===== config.mk =====
export PLATFORM = sky130hd
export DESIGN_NAME = fft_frame_feeder
export DESIGN_NICKNAME = d
export VERILOG_FILES = /design/src/rtl/fft_feed_pkg.sv /design/src/rtl/fft_feed_fifo.sv /design/src/rtl/fft_frame_feeder.sv
export SDC_FILE = /design/constraint.sdc
export NUM_CORES = 1
export LEC_CHECK = 0
export BUFFER_PORTS_ARGS = -buffer_cell sky130_fd_sc_hd__buf_2
export CORE_ASPECT_RATIO = 1.1
export CORE_MARGIN = 4
export CORE_UTILIZATION = 25
export DETAILED_ROUTE_END_ITERATION = 16
export PLACE_DENSITY = 0.44
export SLEW_MARGIN = 40
export SYNTH_ARGS = -nofsm -noshare
export SYNTH_HDL_FRONTEND = slang
export SYNTH_SLANG_ARGS = --single-unit

===== constraint.sdc =====
create_clock -name clk -period 2.8 [get_ports clk]
set_clock_uncertainty 0.05 [all_clocks]
set_input_delay 0.14 -clock clk [delete_from_list [all_inputs] [get_ports clk]]
set_output_delay 0.14 -clock clk [all_outputs]
set_load 0.03 [all_outputs]

===== src/rtl/fft_feed_pkg.sv =====
// fft_feed_pkg: shared widths, FIFO entry layout and FSM states for the FFT frame feeder
package fft_feed_pkg;
  localparam int DATA_W = 32;
  localparam int NPTS_W = 6;
  typedef struct packed {
    logic              eop;
    logic              sop;
    logic [DATA_W-1:0] im;
    logic [DATA_W-1:0] re;
  } entry_t;
  typedef enum logic [1:0] {IDLE, FETCH, DRAIN} state_t;
  function automatic logic npts_legal(input logic [NPTS_W-1:0] n);
    return n == NPTS_W'(4) || n == NPTS_W'(8) || n == NPTS_W'(16) || n == NPTS_W'(32);
  endfunction
endpackage


===== src/rtl/fft_feed_fifo.sv =====
// fft_feed_fifo: synchronous FIFO of tagged samples with occupancy count
module fft_feed_fifo
  import fft_feed_pkg::*;
#(
  parameter int DEPTH = 4
) (
  input  logic                     clk,
  input  logic                     reset_n,
  input  logic                     push,
  input  entry_t                   din,
  input  logic                     pop,
  output entry_t                   dout,
  output logic [$clog2(DEPTH):0]   count
);
  localparam int AW = $clog2(DEPTH);
  entry_t mem [DEPTH];
  logic [AW-1:0] wp, rp;
  always_ff @(posedge clk or negedge reset_n)
    if (!reset_n) begin
      wp <= '0;
      rp <= '0;
      count <= '0;
    end else begin
      if (push) wp <= wp + AW'(1);
      if (pop) rp <= rp + AW'(1);
      count <= count + (AW+1)'(push) - (AW+1)'(pop);
    end
  always_ff @(posedge clk)
    if (push) mem[wp] <= din;
  assign dout = mem[rp];
endmodule


===== src/rtl/fft_frame_feeder.sv =====
// fft_frame_feeder: reads one frame of complex samples from RAM and streams it
// into the FFT sink with sop/eop framing, credit-limited so the FIFO never overflows.
module fft_frame_feeder
  import fft_feed_pkg::*;
#(
  parameter int ADDR_W     = 10,
  parameter int FIFO_DEPTH = 4
) (
  input  logic                clk,
  input  logic                reset_n,
  input  logic                cmd_valid,
  output logic                cmd_ready,
  input  logic [ADDR_W-1:0]   cmd_base,
  input  logic [NPTS_W-1:0]   cmd_npts,
  output logic                cmd_err,
  output logic                done,
  output logic                rd_en,
  output logic [ADDR_W-1:0]   rd_addr,
  input  logic [2*DATA_W-1:0] rd_data,
  output logic                st_valid,
  input  logic                st_ready,
  output logic                st_sop,
  output logic                st_eop,
  output logic [DATA_W-1:0]   st_real,
  output logic [DATA_W-1:0]   st_imag,
  output logic [NPTS_W-1:0]   st_fftpts,
  output logic [1:0]          st_error
);
  localparam int CW = $clog2(FIFO_DEPTH) + 1;
  state_t            state, state_n;
  logic [ADDR_W-1:0] base;
  logic [NPTS_W-1:0] npts, idx;
  logic              in_flight, fl_sop, fl_eop, pop, accept;
  logic [CW-1:0]     count;
  entry_t            din, head;
  assign accept = cmd_ready && cmd_valid && npts_legal(cmd_npts);
  assign pop = st_valid && st_ready;
  assign din = '{eop: fl_eop, sop: fl_sop, im: rd_data[2*DATA_W-1:DATA_W], re: rd_data[DATA_W-1:0]};
  always_ff @(posedge clk or negedge reset_n)
    if (!reset_n) state <= IDLE;
    else state <= state_n;
  // a read is only issued when a FIFO slot is guaranteed for its data, counting the one in flight
  always_comb begin
    cmd_ready = state == IDLE;
    rd_en = state == FETCH && idx < npts && 32'(count) + 32'(in_flight) < FIFO_DEPTH;
    state_n = state;
    if (accept) state_n = FETCH;
    if (state == FETCH && rd_en && idx == npts - NPTS_W'(1)) state_n = DRAIN;
    if (state == DRAIN && pop && head.eop) state_n = IDLE;
  end
  always_ff @(posedge clk or negedge reset_n)
    if (!reset_n) begin
      base <= '0;
      npts <= '0;
      idx <= '0;
      in_flight <= 1'b0;
      fl_sop <= 1'b0;
      fl_eop <= 1'b0;
      cmd_err <= 1'b0;
      done <= 1'b0;
    end else begin
      in_flight <= rd_en;
      fl_sop <= idx == '0;
      fl_eop <= idx == npts - NPTS_W'(1);
      cmd_err <= cmd_ready && cmd_valid && !npts_legal(cmd_npts);
      done <= pop && head.eop;
      if (accept) begin
        base <= cmd_base;
        npts <= cmd_npts;
        idx <= '0;
      end else if (rd_en) idx <= idx + NPTS_W'(1);
    end
  fft_feed_fifo #(.DEPTH(FIFO_DEPTH)) u_fifo (
    .clk(clk), .reset_n(reset_n), .push(in_flight), .din(din),
    .pop(pop), .dout(head), .count(count)
  );
  assign rd_addr = rd_en ? base + ADDR_W'(idx) : '0;
  assign st_valid = count != '0;
  assign st_sop = st_valid && head.sop;
  assign st_eop = st_valid && head.eop;
  assign st_real = st_valid ? head.re : '0;
  assign st_imag = st_valid ? head.im : '0;
  assign st_fftpts = st_valid ? npts : '0;
  assign st_error = 2'b00;
endmodule

-- After elaboration in Yosys (flattened, before gate mapping)
Memory sizes are Yosys's and may differ from the RTL's.
Index checks and enable logic that the tools add are counted.
W data, S select, Z words.
- memory bits (read-only): 0
- memories: 1
- flip-flop bits (word level): 36
- bits in latches: 0
- bits in writable memories: 264
- add/sub/neg operators: 8
- multiply operators: 0
- eq/ne operators: 7
- multiplexer cells: 11
- divide/modulo/power cells: 0
- shift operators: 0
- order comparisons: 2
- bitwise operators: 0
- reduce and logical (&&, ||, !) cells: 22
- memories (memory ; depth ; width ; rd ports ; clocked after memory_dff ; write ports ; RTL line ; text):
    u_fifo.mem ; 4 ; 66 ; 1 ; 0 ; 1 ; fft_feed_fifo.sv:16 ; entry_t mem [DEPTH];
- operators with widths (kind ; number):
    $mux W32 ; 2
    $mux W6 ; 3
    $logic_and A1 B1 Y1 ; 13
    $add A10 B6 Y10 ; 1
    $mux W10 ; 1
    $add A6 B1 Y6 const B ; 1
    $eq A6 B3 Y1 const B ; 1
    $eq A6 B4 Y1 const B ; 1
    $eq A6 B5 Y1 const B ; 1
    $eq A6 B6 Y1 ; 1
    $eq A6 B6 Y1 const B ; 1
    $logic_not A6 Y1 ; 1
    $lt A6 B6 Y1 ; 1
    $mux W2 ; 3
    $reduce_bool A3 Y1 ; 2
    $sub A6 B1 Y6 const B ; 1
    $add A2 B1 Y2 const B ; 2
    $add A3 B1 Y4 ; 1
    $lt A4 B3 Y1 const B ; 1
    $add A3 B1 Y3 ; 1
    $logic_or A1 B1 Y1 ; 3
    $sub A3 B1 Y3 ; 1
    $eq A2 B1 Y1 const B ; 1
    $eq A2 B2 Y1 const B ; 1
    other kinds (4) ; 5

-- Depth between registers and ports, before layout
Gate-level depths: netlist (run 1).
- depth after elaboration: 8
- depth in mapped cells: 8
- mapped depth without buffers: 8

-- By module
A second synthesis (run 1) with hierarchy kept.
- cells, all modules: 657
- area, all modules: 12254.3 sq um
- by module, submodules not included (module ; area each (sq um) ; sequential area each (sq um) ; times used ; cells each):
    fft_feed_fifo ; 9920.8 ; 8102.8 ; 1 ; 377
    fft_frame_feeder ; 2333.5 ; 725.7 ; 1 ; 280

-- Worst setup path after synthesis (run 1)
No wires, ideal clock.
- kind: reg2reg
- from: register u_fifo.wp[0]
- to: memory u_fifo.mem[2][0] (netlist name), enable pin
- stages on the path, launching flop included: 4
- data required time: 2.319 ns
- path slack: 0.153 ns
- arrival: 2.165 ns
- library setup time: 0.431 ns
- period minus slack after synthesis: 2.647 ns
- buffers on the path: 0
- cell sequence: dfrtp_1 -> inv_1 -> ha_1 -> and2_1
- RTL lines (item ; RTL line ; text):
    from (decl) ; fft_feed_fifo.sv:17 ; logic [AW-1:0] wp, rp;
    from (signal assigned) ; fft_feed_fifo.sv:24 ; if (push) wp <= wp + AW'(1);
    to (decl) ; fft_feed_fifo.sv:16 ;
Straight into the memory's write port.

-- Final worst setup path (run 1)
- from: register npts[1]
- to: output port rd_addr[2]
- longest elaborated chain between the ends: 4
- ends and longest elaborated chain (item ; RTL line ; text):
    from (decl) ; fft_frame_feeder.sv:32 ; logic [NPTS_W-1:0] npts, idx;
    from (signal assigned) ; fft_frame_feeder.sv:69 ; npts <= cmd_npts;
    $lt A6 B6 Y1 ; fft_frame_feeder.sv:45 ; rd_en = state == FETCH && idx < npts && 32'(count) + 32'(in_flight) < FIFO_DEPTH;
    $logic_and A1 B1 Y1 (2 in series) ; fft_frame_feeder.sv:45 ;
    $mux W10 ; fft_frame_feeder.sv:77 ; assign rd_addr = rd_en ? base + ADDR_W'(idx) : '0;
    to (decl) ; fft_frame_feeder.sv:18 ; output logic [ADDR_W-1:0] rd_addr,
Every way passes these cells.

==> results of run 1 <==
-- layer usage --
metal | vias to the layer above | wire (um) | share of wire, %
met5 | - | 0 | 0
met4 | 0 | 545 | 1.9
met3 | 44 | 1921 | 6.6
met2 | 184 | 14030 | 48
met1 | 3484 | 12760 | 44
li1 | 3169 | - | -
-- power breakdown --
part / internal (mW) / switching (mW) / leakage, nW
Clock: 2.63 / 1.78 / 0.538
Combinational: 3.00 / 4.46 / 2.45
Sequential: 5.69 / 0.503 / 2.83
-- worst max path at each step --
stage / startpoint / end / slack [ps] / depth (start not counted)
6_report: npts[1] / rd_addr[2] / 120 / 8
3_3_place_gp: idx[2] / rd_addr[8] / 470 / 7
5_1_grt: npts[1] / rd_addr[2] / -10 / 8
4_1_cts: idx[0] / rd_addr[8] / 3 / 9
3_5_place_dp: idx[2] / rd_addr[8] / 470 / 7
2_1_floorplan: u_fifo.wp[0] / u_fifo.mem[2][0] / 150 / 3
-- final cells by class --
| type | count | share of cell area, % |
|---|---|---|
| antenna | 1 | 0.01550 |
| clock buffer | 41 | 5.695 |
| clock inverter | 20 | 1.170 |
| inverter | 21 | 0.4881 |
| multi-input combinational | 312 | 20.39 |
| sequential | 300 | 54.75 |
| tap | 645 | 4.998 |
| timing repair buffer | 282 | 12.49 |
-- registers in the layout, indices dropped and copies added, names as in the netlist --
signal,cells
u_fifo.mem,264
base,10
idx,6
npts,6
u_fifo.count,3
state,2
u_fifo.rp,2
u_fifo.wp,2
cmd_err,1
done,1
fl_eop,1
fl_sop,1
in_flight,1
-- per-stage QoR --
| stage | setup WS, ps | setup TNS [ps] |
|---|---|---|
| after floorplan | 153.4 | 0 |
| after global placement | 470.4 | 0 |
| after detailed placement | 470.8 | 0 |
| after CTS | 3.265 | 0 |
| after global routing | -9.941 | -17.49 |
| final | 125.0 | 0 |
-- worst max-delay path, stage by stage, from the launching register on --
cell and delay [ps]:
dfrtp_1 370, inv_1 140, ha_1 250, nor2b_1 130
o211ai_1 190, a21o_1 250, nand2_2 190, nor3_1 210
buf_2 220
-- synthesized netlist by cell type (all sizes together), types with 4 or more instances --
cell type    n
nor3b        5
a21oi       13
clkbuf      14
inv         21
mux2i        4
and2        72
nor2b        5
o21ai       15
edfxtp     264
xor2         5
nand3        4
dfrtp       36
mux4        66
xnor2        8
nand2       14
nor3        10
mux2         9
buf         14
ha          22
nor2        19
-- cells by family (layout without fill, tap and decap cells) --
family          count (synthesis)  count (layout)  synth area share, %
xor+xnor                       13              13               0.9291
mux                            79              79                13.28
flops                         300             300                72.04
other cells                     1               3              0.03060
compound gates                 47              47                2.542
fa+ha+maj                      24              24                2.573
buf+inv                        49             364                1.746
simple gates                  147             147                6.851
-- what timing repair did --
| item | CTS | global route |
|---|---|---|
| hold buffers | 83 | 0 |
| cloned | 0 | 0 |
| setup buffers | 1 | 6 |
| endpoints found under the hold margin | 310 | 0 |
| resized for setup | 5 | 21 |
| pin swaps | 0 | 2 |
| endpoints found under the setup margin | 10 | 8 |
==> results.toml, run 1 <==
[timing]
min_period_over_period_pct = 95.54
holdWs_ps = 50.54
fmax_mhz = 373.8
hold_viol_final = 0
slew_viol_final = 0
worstMarginPinSlew_ps = 751.5
slew_headroom_pct = 49.90
rsz0062_at_grt = "yes"
setup_viol = 0
period_needed_ps = 2675

[synthesis]
synth_area_sq_mm = 0.01225
postSynth.asyncResetShare_pct = 12.00
synth.largest_area_cell = "edfxtp_1"
synthDistinctLibCells = 48
syn_avg_cell_area_sq_um = 18.57
netlist_instances = 660
ys_warn_count = 0
synth_edf_count = 264
synth_area_leaders = "edfxtp_1 65%, mux4_2 12%, dfrtp_1 7.4%, and2_1 3.7%, ha_1 2.2%"
ys_seq_area_share_pct = 72.04
yosys_register_bits = 300
yosys.area.top_type_share_pct = 64.69
ys.flop_type = "edfxtp_1"

[worst_setup_path]
r2r_end = "u_fifo.count[2]"
r2r_slack_ps = 630
worstSetupPathType = "reg2out"
required_ps = 2610
cp-end-kind = "primary output"
r2r_start = "u_fifo.count[1]"
r2r_cells = 8
cp_max_fo = 10
startpoint_type = "register"
crit_arrival_ps = 2490

[global_routing]
grtUsageMet1_pct = 14.46
grt_max_degree = 69
grt_pass1_wl_mm = 45.04
use_met2_pct = 18.45
use_met3_pct = 3.210
busiest_layer = "met2"
track_usage_pct = 11.15
grt_remaining_overflow = 0
antenna_found_initial = 1
grt_pass1_vias = 7529

[min_path]
hold_class = "in2reg"
worstHoldEndpoint = "npts[0]"
hold_depth = 4
min_from = "cmd_npts[1]"

[route]
detail_route.wl_per_cell_um = 18.04
drt_iter0_markers = 391
route.detailed.drc = 0
drt-pass1-iter-count = 4
antenna_left = 0
dr_total_vias = 6881
routed_via_density = 4.242
drt-total-wl_mm = 29.26

[layout]
final_layout_size_suffix_gt1_share_pct = 35.45
mostFrequentLayoutCell = "edfxtp_1"
final_cells = 1622
finalInstanceArea_sq_mm = 0.01615
fillerInstances = 4721
synthToLayoutAreaGrowth_pct = 31.77
post-route-util_pct = 33.55
fin_nets = 1061
layout_common_cells = "264 x edfxtp_1, 163 x buf_2, 83 x dlygate4sd3_1, 68 x and2_1, 66 x mux4_2"
seq_area_sq_mm = 0.008841
multiInputGateArea_sq_mm = 0.003293

[floorplanning]
dieWidth_um = 219.1
row_count = 84
initial_core_util_pct = 25.46
fp.dieH_um = 240.2
boundaryPins = 173
die-area_sq_mm = 0.05263
core_area_sq_mm = 0.04814

[place]
port_buffers = 170
hpwl_mm = 18.05
placed_cells = 1470
routabilityCongestion = 0.7548
dpl_cell_area_sq_mm = 0.01405

[clock_network]
path_clk_slew_ps = 60
cts_tree = "done"
cts-root-buf = "clkbuf_16"
clkLatencyLatePin_ps = 510
cts-buffers-inserted = 36
clock_sinks = 300
ctsHtreeMaxLevel = 2
cts_buffer_depth = 3

[power_and_ir_drop]
p_leak_nw = 5.821
power_mw = 18.07
powerDensity_mw_per_mm2 = 1119
peakVddDrop_v = 0.0008020

[run_status]
outcome = "complete, no violations"

[run]
cap_violations = 0
No activity file was read; power rests on OpenSTA's default activity.
==> run 2, diff against run 1 <==
--- a/config.mk
+++ b/config.mk
@@ -10,7 +10,7 @@
 export CORE_MARGIN = 4
 export CORE_UTILIZATION = 25
 export DETAILED_ROUTE_END_ITERATION = 16
-export PLACE_DENSITY = 0.44
+export PLACE_DENSITY = 0.42
 export SLEW_MARGIN = 40
 export SYNTH_ARGS = -nofsm -noshare
 export SYNTH_HDL_FRONTEND = slang
==> constraint.sdc (replaced) <==
create_clock -name clk -period 2.85 [get_ports clk]
set_clock_uncertainty 0.05 [all_clocks]
set_input_delay 0.1425 -clock clk [delete_from_list [all_inputs] [get_ports clk]]
set_output_delay 0.1425 -clock clk [all_outputs]
set_load 0.03 [all_outputs]
==> run 2 against run 1 <==
Compared with the run above:
- hold slack better by 37 ps
- via count decreased by 0.32%
- wire length is 0.58% higher
- combinational power down 2%
- sequential share of layout area shrank 0.092 points
- clock power down 4%
- worst setup slack improved by 23 ps
- total power shrank 2.6%
- critical path type unchanged
- global-route usage hardly changed
- non-clock buffer count is 6 higher
- die area unchanged
- critical path depth decreased by 1
==> results.toml, run 2 (synthesis gave the netlist of run 1 again) <==
[run_status]
outcome = "complete, no violations"

[global_routing]
antenna_found_initial = 4
grt_pass1_wl_mm = 44.75
grt_max_degree = 69
grt_pass1_vias = 7561
grt_remaining_overflow = 0
track_usage_pct = 11.14

[layout]
final_layout_size_suffix_gt1_share_pct = 35.29
fin_nets = 1068
largest-register = "u_fifo.mem"
largest_reg_flops = 264
mostFrequentLayoutCell = "edfxtp_1"
synthToLayoutAreaGrowth_pct = 31.98
top_regs = "u_fifo.mem x264, base x10"
post-route-util_pct = 33.60
layout_common_cells = "264 x edfxtp_1, 167 x buf_2, 88 x dlygate4sd3_1, 68 x and2_1, 66 x mux4_2"

[place]
hpwl_mm = 18.31
routabilityCongestion = 0.7409
port_buffers = 170

[worst_setup_path]
critical_path.cell_chain = "ha_1 -> o21ai_0 -> o21bai_1 -> a31oi_2 -> or3_1 -> a21oi_1 -> buf_4"
crit_family = "compound AO/OA/AOI/OAI gates"
crit_path_start = "idx[3]"
max_stage_delay_ps = 430
required_ps = 2660
crit_arrival_ps = 2510
cpMaxStageDelayCell = "dfrtp_2"
cp.buffers_inverters = 1
cp_max_fo = 4
worstSetupPathType = "reg2out"
r2r_start = "state[1]"
startpoint_type = "register"
cp-end-kind = "primary output"

[clock_network]
clock_sinks = 300
ctsHtreeMaxLevel = 2
cts-root-buf = "clkbuf_16"
cts-buffers-inserted = 37
clkLatencyLatePin_ps = 530
cts_tree = "done"
path_clk_slew_ps = 60
cts_buffer_depth = 3

[timing]
holdWs_ps = 87.35
period_needed_ps = 2702
worstMarginPinSlew_ps = 773.0
min_period_over_period_pct = 94.82
setup_viol = 0
slew_headroom_pct = 48.47
hold_viol_final = 0
finalSetupTns_ps = 0
slew_viol_final = 0
fmax_mhz = 370.1

[power_and_ir_drop]
power_mw = 17.61
powerDensity_mw_per_mm2 = 1089
peakVddDrop_v = 0.0006175
p_leak_nw = 5.841

[route]
antenna_left = 0
drt_iter0_markers = 321
drt-pass1-iter-count = 4
dr_total_vias = 6859
routed_via_density = 4.187
detail_route.wl_per_cell_um = 17.97
drt-total-wl_mm = 29.43
route.detailed.drc = 0

[min_path]
hold_class = "in2async"

[floorplanning]
core_area_sq_mm = 0.04814
dieWidth_um = 219.1
die-area_sq_mm = 0.05263
boundaryPins = 173
fp.dieH_um = 240.2
row_count = 84
initial_core_util_pct = 25.46

[run]
cap_violations = 0
## run 2: cell types whose count changed in the layout (fill, tap and decap cells not counted), sizes merged
cell	change
clkbuf	+2
clkinv	+5
dlygate4sd3	+5
diode	+3
clkinvlp	+3
inv	-1
bufinv	-3
buf	+2
## run 2: worst paths after layout
path	end	slack [ps]	cells past startpoint
min	base[6]	90	2
max in group asynchronous	u_fifo.rp[1]	2260	2
min in group clk	npts[0]	190	5
min reg2reg	u_fifo.mem[1][64]	450	0
max	rd_addr[9]	150	7
max reg2reg	base[6]	380	7
## run 2: layout make-up
| cell class | count | area (sq um) |
|---|---|---|
| fill | 4753 | 31960 |
| sequential | 300 | 8840 |
| multi-input combinational | 312 | 3262 |
| timing repair buffer | 288 | 2077 |
| clock buffer | 44 | 952.2 |
| tap | 645 | 807.0 |
| clock inverter | 24 | 146.4 |
| inverter | 21 | 78.83 |
| antenna | 4 | 10.01 |
## run 2: power breakdown
group / switching [mW] / internal (mW) / leakage [nW] / total (mW)
Combinational: 4.36 / 2.93 / 2.48 / 7.30
Sequential: 0.479 / 5.59 / 2.83 / 6.07
Clock: 1.84 / 2.41 / 0.531 / 4.24
Total: 6.68 / 10.9 / 5.84 / 17.6
## run 2: stage by stage
step / std cells / setup slack [ps] / instance area (sq um)
floorplan: 661 / 203.4 / 12260
global placement: 1469 / 537.8 / 14060
detailed placement: 1469 / 508.5 / 14060
CTS: 1625 / 2.097 / 16040
global route: 1637 / -3.376 / 16170
finish: 1638 / 147.7 / 16170
## run 2: repair_timing
item	in CTS	in global routing
endpoints found under the setup margin	5	37
pin swaps	0	4
hold buffers	88	0
buffers inserted	0	9
endpoints found under the hold margin	310	0
resized for setup	4	12
## run 2: per-layer routing
| layer | track usage [%] | routed length (um) |
|---|---|---|
| met1 | 14.39 | 13090 |
| met2 | 18.51 | 14040 |
| met3 | 3.071 | 1760 |
| met4 | 3.122 | 536 |
| met5 | 0 | 0 |
==> run 3, diff against run 2 <==
--- a/config.mk
+++ b/config.mk
@@ -11,6 +11,7 @@
 export CORE_UTILIZATION = 25
 export DETAILED_ROUTE_END_ITERATION = 16
 export PLACE_DENSITY = 0.42
+export SETUP_SLACK_MARGIN = 0.2
 export SLEW_MARGIN = 40
 export SYNTH_ARGS = -nofsm -noshare
 export SYNTH_HDL_FRONTEND = slang
==> run 3 against run 2 <==
Compared with the run above:
- flip-flop and latch count stayed put
- fmax grew 4.1%
- total power increased by 1.4%
- via count grew 0.23%
- sequential share of layout area down 0.51 points
- global-route usage is 0.12 points higher
- first-iteration DRC count rose by 0.62%
- hold slack worse by 52 ps
- sequential power about the same
- critical path type unchanged
==> results.toml, run 3 (synthesis gave the netlist of run 1 again) <==
[run_status]
outcome = "complete, no violations"

[timing]
hold_viol_final = 0
period_needed_ps = 2596
fmax_mhz = 385.2
slew_viol_final = 0
rsz0062_at_grt = "yes"
worstMarginPinSlew_ps = 554.6
setup_viol = 0
finalSetupTns_ps = 0
min_period_over_period_pct = 91.10
slew_headroom_pct = 63.03

[floorplanning]
boundaryPins = 173
dieWidth_um = 219.1
row_count = 84
core_area_sq_mm = 0.04814
initial_core_util_pct = 25.46
die-area_sq_mm = 0.05263
fp.dieH_um = 240.2

[route]
routed_via_density = 4.169
drt_iter0_markers = 323
route.detailed.drc = 0
antenna_left = 0
drt-pass1-iter-count = 4
detail_route.wl_per_cell_um = 17.92
drt-total-wl_mm = 29.55
dr_total_vias = 6875

[worst_setup_path]
r2r_slack_ps = 460
crit_arrival_ps = 2400
cp.buffers_inverters = 2
path_depth = 9
crit_path_start = "idx[0]"
cp-end-kind = "primary output"
required_ps = 2660
cp_max_fo = 3
cpMaxStageDelayCell = "dfrtp_1"
critical_path.cell_chain = "ha_2 -> inv_1 -> fa_2 -> nor2b_2 -> o21a_1 -> o21ai_2 -> mux2i_1 -> a31oi_1 -> buf_4"
cp-endpoint = "rd_addr[8]"
max_stage_delay_ps = 360
r2r_end = "base[9]"
r2r_cells = 5
worstSetupPathType = "reg2out"
r2r_start = "state[1]"
crit_family = "adder cells"
startpoint_type = "register"

[power_and_ir_drop]
p_leak_nw = 5.892
peakVddDrop_v = 0.0006432
powerDensity_mw_per_mm2 = 1093
power_mw = 17.85

[layout]
layout_common_cells = "264 x edfxtp_1, 161 x buf_2, 88 x dlygate4sd3_1, 68 x and2_1, 66 x mux4_2"
largest_reg_flops = 264
synthToLayoutAreaGrowth_pct = 33.23
fin_nets = 1079
final_layout_size_suffix_gt1_share_pct = 37.10
mostFrequentLayoutCell = "edfxtp_1"
top_regs = "u_fifo.mem x264, base x10"
largest-register = "u_fifo.mem"

[place]
hpwl_mm = 18.31
routabilityCongestion = 0.7409
port_buffers = 170

[global_routing]
track_usage_pct = 11.27
grt_max_degree = 69
grt_remaining_overflow = 0
antenna_found_initial = 4
grt_pass1_vias = 7620
grt_pass1_wl_mm = 45.20

[clock_network]
path_clk_slew_ps = 60
cts_buffer_depth = 3
cts_tree = "done"
clkLatencyLatePin_ps = 540
cts-buffers-inserted = 37
clock_sinks = 300
cts-root-buf = "clkbuf_16"
ctsHtreeMaxLevel = 2

[min_path]
hold_class = "in2reg"

[run]
cap_violations = 0
## run 3: cell types whose count changed in the layout (fill, tap and decap cells not counted), moves of 3 or more
| cell | previous run | this run |
|---|---|---|
| buf_4 | 24 | 38 |
| buf_2 | 167 | 161 |
| ha_1 | 21 | 17 |
| inv_1 | 20 | 17 |
| inv_2 | 1 | 4 |
## run 3: how the worst min path moves through the flow
stage	startpoint	cells after the start	to	slack, ps
CTS	cmd_valid	4	base[6]	8
global route	cmd_valid	4	base[6]	50
global placement	reset_n	1	base[6]	290
finish	cmd_valid	4	base[6]	40
detailed placement	reset_n	1	base[3]	110
floorplan	reset_n	0	base[0]	-200
## run 3: layer usage
metal	share of wire [%]	wire [um]	global-route usage [%]
met3	6.0	1760	3.071
met2	48	14160	18.67
met5	0	0	0
met4	1.6	471	3.122
met1	45	13160	14.62
## run 3: cell type report
type | instances | area, sq um
Sequential cell | 300 | 8841
Timing Repair Buffer | 299 | 2182
Clock buffer | 44 | 952.2
Tap cell | 645 | 807.0
Clock inverter | 24 | 146.4
Antenna cell | 4 | 10.01
Fill cell | 4747 | 31810
Inverter | 21 | 78.83
Multi-Input combinational cell | 312 | 3309
## run 3: worst reg2reg max path, stage by stage, from the launching register on
cell and delay (ps):
dfrtp_1 390, nor2_1 260, nand2_1 160, a2111oi_4 460
mux2_2 390, dlygate4sd3_1 550
## run 3: repair_timing
action	in CTS	in global routing
hold endpoints to repair	310	0
setup endpoints to repair	57	24
gates cloned	0	0
hold buffers	88	0
pin swaps	8	10
gates resized for setup	19	20
buffers inserted	9	11
## run 3: metrics by stage
step / std cells / util [%] / area [sq um] / hold slack (ps) / setup WS [ps]
floorplan: 661 / - / 12260 / -203.1 / 203.4
global placement: 1469 / 29.20 / 14060 / 286.2 / 537.8
detailed placement: 1469 / 29.21 / 14060 / 107.9 / 508.5
CTS: 1634 / 33.62 / 16180 / 8.012 / 178.5
global route: 1648 / 33.91 / 16320 / 51.85 / 59.66
finish: 1649 / 33.92 / 16330 / 35.47 / 253.7
## run 3: report_power, final
group          internal (mW)  switching (mW)  leakage, nW
sequential              5.59           0.464         2.83
clock                   2.41            1.84        0.531
combinational           3.11            4.44         2.53
total                   11.1            6.74         5.89
